[src/rtl/secuenciador_suma16_pkg.sv]
// Shared constants and types for the 16-bit sequencer driving a sumador4 nibble adder.
package secuenciador_suma16_pkg;

  localparam int unsigned NumNibbles = 4;
  localparam int unsigned WordWidth  = 16;
  localparam logic [1:0]  LastNibble = 2'(NumNibbles - 1);

  typedef enum logic [1:0] {
    ModoHold  = 2'b00,
    ModoAdd   = 2'b01,
    ModoSub   = 2'b10,
    ModoClear = 2'b11
  } modo_e;

  typedef enum logic [1:0] {
    StIdle,
    StClr,
    StOp,
    StFin
  } state_e;

  function automatic logic [3:0] nibble(input logic [WordWidth-1:0] w, input logic [1:0] idx);
    return w[{idx, 2'b00} +: 4];
  endfunction

endpackage

[src/rtl/secuenciador_suma16_if.sv]
// Host request/result signals plus the sumador4 control link, grouped in one bundle.
interface secuenciador_suma16_if;
  import secuenciador_suma16_pkg::*;

  logic                 start;
  logic                 op;
  logic [WordWidth-1:0] x;
  logic [WordWidth-1:0] y;
  logic                 cin;
  logic [WordWidth-1:0] z;
  logic                 cout;
  logic                 busy;
  logic                 done;
  logic                 s_enb;
  logic [1:0]           s_modo;
  logic [3:0]           s_a;
  logic [3:0]           s_b;
  logic                 s_rci;
  logic [3:0]           s_q;
  logic                 s_rco;

  // Host plus adder side: drives requests and the adder's results.
  modport master (
    output start, op, x, y, cin, s_q, s_rco,
    input  z, cout, busy, done, s_enb, s_modo, s_a, s_b, s_rci
  );

  // The sequencer itself.
  modport slave (
    input  start, op, x, y, cin, s_q, s_rco,
    output z, cout, busy, done, s_enb, s_modo, s_a, s_b, s_rci
  );

endinterface

[src/rtl/secuenciador_suma16.sv]
// Sequences one 16-bit add/subtract as a clear plus four chained nibble ops on a sumador4.
module secuenciador_suma16
  import secuenciador_suma16_pkg::*;
(
  input logic                 clk,
  input logic                 rst,
  secuenciador_suma16_if.slave bus
);

  state_e               state_q;
  logic [1:0]           cnt_q;
  logic [WordWidth-1:0] x_q;
  logic [WordWidth-1:0] y_q;
  logic                 sub_q;
  logic                 cin_q;
  logic [11:0]          acc_q;
  logic [WordWidth-1:0] z_q;
  logic                 cout_q;
  logic                 busy_q;
  logic                 done_q;
  logic                 enb_q;
  modo_e                modo_q;
  logic [3:0]           a_q;
  logic [3:0]           b_q;

  always_ff @(posedge clk or posedge rst) begin
    if (rst) begin
      state_q <= StIdle;
      cnt_q   <= '0;
      x_q     <= '0;
      y_q     <= '0;
      sub_q   <= 1'b0;
      cin_q   <= 1'b0;
      acc_q   <= '0;
      z_q     <= '0;
      cout_q  <= 1'b0;
      busy_q  <= 1'b0;
      done_q  <= 1'b0;
      enb_q   <= 1'b0;
      modo_q  <= ModoHold;
      a_q     <= '0;
      b_q     <= '0;
    end else begin
      done_q <= 1'b0;
      unique case (state_q)
        StIdle: begin
          if (bus.start) begin
            x_q     <= bus.x;
            y_q     <= bus.y;
            sub_q   <= bus.op;
            cin_q   <= bus.cin;
            busy_q  <= 1'b1;
            enb_q   <= 1'b1;
            modo_q  <= ModoClear;
            state_q <= StClr;
          end
        end
        StClr: begin
          state_q <= StOp;
          cnt_q   <= '0;
          modo_q  <= sub_q ? ModoSub : ModoAdd;
          a_q     <= nibble(x_q, 2'd0);
          b_q     <= nibble(y_q, 2'd0);
        end
        StOp: begin
          // The adder output now holds the previous nibble's result.
          if (cnt_q != 2'd0) acc_q[{cnt_q - 2'd1, 2'b00} +: 4] <= bus.s_q;
          if (cnt_q == LastNibble) begin
            state_q <= StFin;
            cnt_q   <= '0;
            enb_q   <= 1'b0;
            modo_q  <= ModoHold;
          end else begin
            cnt_q <= cnt_q + 2'd1;
            a_q   <= nibble(x_q, cnt_q + 2'd1);
            b_q   <= nibble(y_q, cnt_q + 2'd1);
          end
        end
        StFin: begin
          z_q     <= {bus.s_q, acc_q};
          cout_q  <= bus.s_rco;
          done_q  <= 1'b1;
          busy_q  <= 1'b0;
          state_q <= StIdle;
        end
        default: state_q <= StIdle;
      endcase
    end
  end

  // Carry/borrow ripples straight from the adder's registered RCO; no wait state needed.
  assign bus.s_rci  = (state_q == StOp) && ((cnt_q == 2'd0) ? cin_q : bus.s_rco);
  assign bus.s_enb  = enb_q;
  assign bus.s_modo = modo_q;
  assign bus.s_a    = a_q;
  assign bus.s_b    = b_q;
  assign bus.z      = z_q;
  assign bus.cout   = cout_q;
  assign bus.busy   = busy_q;
  assign bus.done   = done_q;

endmodule

[src/flat_wrapper.sv]
// flat-port wrapper written by rule: the top's interface ports become plain ports
module secuenciador_suma16_flat import secuenciador_suma16_pkg::*;
  (clk, rst, bus_start, bus_op, bus_x, bus_y, bus_cin, bus_s_q, bus_s_rco, bus_z, bus_cout, bus_busy, bus_done, bus_s_enb, bus_s_modo, bus_s_a, bus_s_b, bus_s_rci);
  secuenciador_suma16_if bus_i ();
  input logic clk;
  input logic rst;
  input wire logic [$bits(bus_i.start)-1:0] bus_start;
  input wire logic [$bits(bus_i.op)-1:0] bus_op;
  input wire logic [$bits(bus_i.x)-1:0] bus_x;
  input wire logic [$bits(bus_i.y)-1:0] bus_y;
  input wire logic [$bits(bus_i.cin)-1:0] bus_cin;
  input wire logic [$bits(bus_i.s_q)-1:0] bus_s_q;
  input wire logic [$bits(bus_i.s_rco)-1:0] bus_s_rco;
  output wire logic [$bits(bus_i.z)-1:0] bus_z;
  output wire logic [$bits(bus_i.cout)-1:0] bus_cout;
  output wire logic [$bits(bus_i.busy)-1:0] bus_busy;
  output wire logic [$bits(bus_i.done)-1:0] bus_done;
  output wire logic [$bits(bus_i.s_enb)-1:0] bus_s_enb;
  output wire logic [$bits(bus_i.s_modo)-1:0] bus_s_modo;
  output wire logic [$bits(bus_i.s_a)-1:0] bus_s_a;
  output wire logic [$bits(bus_i.s_b)-1:0] bus_s_b;
  output wire logic [$bits(bus_i.s_rci)-1:0] bus_s_rci;
  assign bus_i.start = bus_start;
  assign bus_i.op = bus_op;
  assign bus_i.x = bus_x;
  assign bus_i.y = bus_y;
  assign bus_i.cin = bus_cin;
  assign bus_i.s_q = bus_s_q;
  assign bus_i.s_rco = bus_s_rco;
  assign bus_z = bus_i.z;
  assign bus_cout = bus_i.cout;
  assign bus_busy = bus_i.busy;
  assign bus_done = bus_i.done;
  assign bus_s_enb = bus_i.s_enb;
  assign bus_s_modo = bus_i.s_modo;
  assign bus_s_a = bus_i.s_a;
  assign bus_s_b = bus_i.s_b;
  assign bus_s_rci = bus_i.s_rci;
  secuenciador_suma16 u_core (.clk(clk), .rst(rst), .bus(bus_i));
endmodule
[config.mk]
export PLATFORM = sky130hd
export DESIGN_NAME = secuenciador_suma16_flat
export DESIGN_NICKNAME = d
export VERILOG_FILES = /design/src/rtl/secuenciador_suma16_pkg.sv /design/src/rtl/secuenciador_suma16_if.sv /design/src/rtl/secuenciador_suma16.sv /design/src/flat_wrapper.sv
export SDC_FILE = /design/constraint.sdc
export NUM_CORES = 1
export LEC_CHECK = 0
export ABC_AREA = 1
export BUFFER_PORTS_ARGS = -buffer_cell sky130_fd_sc_hd__buf_2
export CAP_MARGIN = 40
export CELL_PAD_IN_SITES_DETAIL_PLACEMENT = 1
export CELL_PAD_IN_SITES_GLOBAL_PLACEMENT = 2
export CORE_MARGIN = 2
export CORE_UTILIZATION = 36
export CTS_BUF_LIST = sky130_fd_sc_hd__clkbuf_2 sky130_fd_sc_hd__clkbuf_4 sky130_fd_sc_hd__clkbuf_8
export CTS_CLUSTER_SIZE = 20
export DETAILED_ROUTE_END_ITERATION = 10
export PLACE_DENSITY_LB_ADDON = 0.3
export SLEW_MARGIN = 5
export SYNTH_ARGS = -nofsm -noshare
export SYNTH_HDL_FRONTEND = slang
export SYNTH_SLANG_ARGS = --single-unit
[constraint.sdc]
create_clock -name clk -period 4.3 [get_ports clk]
set_input_delay 0.43 -clock clk [delete_from_list [all_inputs] [get_ports clk]]
set_output_delay 0.43 -clock clk [all_outputs]
set_load 0.05 [all_outputs]
==> flow_metrics.tcl <==
set metrics [dict create \
    placementRows 35 \
    core_sq_mm 0.00933 \
    postRouteAntennaNets 0 \
    place.gp.congestion 0.734 \
    postCtsResizedCells 0 \
    root_buffer "clkbuf_8" \
    cellLeakagePower_nw 2.25 \
    clk_latency_ns 0.35 \
    nNetsFinal 533 \
    status "completed" \
    cts_hold_buf 0 \
    vdd_drop_max_v 0.000274 \
    cts_tree "built" \
    start_util_pct 37.4 \
    fin_crit_sh_pct 66.1 \
    netlist_area_sq_mm 0.00349 \
    die_y_um 102 \
    h-tree-depth 3 \
    cpMaxStageDelayCell "ha_1" \
    endpoint_kind "flop" \
    worstPathRequired_ns 4.53 \
    final_cells 614 \
    fin_crit_ns 2.84 \
    layout-drive-gt1-share_pct 20.0 \
    fin_util_pct 45.2 \
    antenna_found_initial 0 \
    clkTransAtPathRegs_ns 0.07 \
    grt_pass1_wl_um 15000 \
    wire_per_inst_um 14.2 \
    dieArea_sq_mm 0.0105 \
    tns_ns 0 \
    synth_seq_area_share_pct 57.4 \
    drc 0 \
    cts.sinks 80 \
    drv_slew 0 \
    cp_max_fo 20 \
    place_inst 598 \
    fin_skew_ns 0.00923 \
    synth.distinct_cells 22 \
    hold_path_class "in2async" \
    overflow 0 \
    hpwl_um 6220 \
    cts_setup_buffers 0 \
    hold_viol_final 0 \
    drv_cap 0 \
    worst_path_largest_cell_delay_ns 0.84 \
    vias 2880 \
    grt_max_degree 50 \
    wirelength_um 8750 \
    dr.pass1.iters 4 \
    netlist_instances 410 \
    p_per_area_mw_per_mm2 892 \
    ioPinCount 73 \
    timing.slew.headroom_pct 52.2 \
    setup_viol 0 \
    arrival_ns 3.07 \
    diodes 0 \
    portBuffers 72 \
    synth_warnings 0 \
    rsz0062_at_grt "no" \
    vias_per_cell 4.69 \
    syn_nets 463 \
    clk_path_buf_depth 2 \
    startpoint_type "flop" \
    drt_iter0_drc 82 \
    syn_avg_cell_area_sq_um 8.51 \
    areaGrowthSynthToFinish_pct 20.8 \
    grt_usage_pct 18.5 \
    worst_pin_slew_ns 0.716 \
    critPathKind "reg2reg" \
    crit_chain "inv_1 -> ha_1 -> inv_1 -> nand2_1 -> nand2_1 -> a21oi_1 -> a21oi_1" \
    dieWidth_um 102 \
    grt_pass1_vias 3092 \
    max_freq_ghz 0.352 \
    synth-seq-cells 80 \
    numCtsBuffers 9 \
]
[layer usage]
| metal | global-route usage, % | wire length [um] | up-vias |
|---|---|---|---|
| li1 | - | - | 1441 |
| met1 | 23.9 | 4040 | 1372 |
| met2 | 31.6 | 4310 | 56 |
| met3 | 3.49 | 291 | 11 |
| met4 | 5.54 | 113 | 0 |
| met5 | 0 | 0 | - |
[area by class of cell]
type,instances,area [sq um]
clock buffer,14,180
fill,1176,5110
sequential,80,2000
tap,129,161
clock inverter,2,60.1
multi-input combinational,286,1310
timing repair buffer,74,395
inverter,29,110
[synth_stat cells (all sizes together)]
cell    count  area [sq um]
a31oi       4          25.0
ha         11           138
buf        12          60.1
nor2       18          70.1
clkbuf      3          11.3
clkinv      2          7.51
a21oi      22           110
nand2     168           638
and3        1          6.26
inv        27           101
nor3        1          5.00
nand4       4          25.0
nand3      31           155
o21ai      24           120
o22ai       2          12.5
dfrtp      80          2000
[state kept, by name, indices dropped and copies added, names as in the netlist, 2 cells and up]
name and count:
u_core.state_q 2, u_core.acc_q 12, u_core.x_q 16, u_core.bus.s_b 4, u_core.y_q 16, u_core.bus.z 16
u_core.bus.s_a 4, u_core.cnt_q 2, u_core.bus.s_modo 2
[metrics by stage]
stage          total power, mW  hold WS [ns]  cell area (sq um)  setup slack [ns]
3_3_place_gp              3.07         0.449               3950              1.45
4_1_cts                   3.82         0.102               4210              1.43
3_5_place_dp              3.15         0.453               3970              1.41
2_1_floorplan             2.66         0.447               3490              1.82
6_report                  3.76        0.0972               4210              1.46
5_1_grt                   4.08         0.136               4210              1.19
[power breakdown]
group	leakage [nW]	switching, mW	internal [mW]
combinational	1.15	1.31	0.468
sequential	0.983	0.209	1.12
clock	0.124	0.267	0.388
total	2.25	1.79	1.97
[kinds of logic (layout without fill, tap and decap cells)]
group / after synthesis / in the layout / share of synthesized area (%)
compound gates: 52 / 52 / 7.68
simple gates: 223 / 223 / 25.8
fa+ha+maj: 11 / 11 / 3.95
flops: 80 / 80 / 57.4
buf+inv: 44 / 119 / 5.17
[worst max-delay path: cells and delay by family (launching register included)]
family / cells / cell delay (ns)
adder cells (fa/ha/maj): 1 / 0.84
flip-flops: 1 / 0.73
buffers and inverters: 2 / 0.52
AO/OA/AOI/OAI: 2 / 0.32
AND/OR/NAND/NOR: 2 / 0.31
[final timing paths]
path                            startpoint           endpoint  slack [ns]  cells after the start
max                        u_core.cnt_q[0]  u_core.bus.s_b[1]        1.46                      7
min                                    rst    u_core.bus.z[7]         0.1                      2
max reg2reg                u_core.cnt_q[0]  u_core.bus.s_b[1]        1.46                      7
min reg2reg                u_core.bus.z[9]    u_core.bus.z[9]        0.47                      2
max in group asynchronous              rst   u_core.bus.s_enb        3.15                      3
min in group clk                 bus_x[10]     u_core.x_q[10]        0.27                      3
[cell usage in the layout (no fill, tap or decap), types with 2 or more instances in the layout]
master     synthesis  routed
nor2_1            17      17
clkbuf_8           0      12
inv_2              2       2
nand4_1            4       4
dfrtp_1           80      80
o21ai_0           21      21
nand2_1          165     165
o22ai_1            2       2
ha_1              11      11
bufinv_16          0       2
a31oi_1            4       4
clkinv_1           2       2
nand2_2            3       3
o21ai_1            3       3
clkbuf_4           0       2
a21oi_1           22      22
inv_1             25      24
nand3_1           31      31
buf_2              9      72
Note: power is estimated with default switching activity, not from simulation.
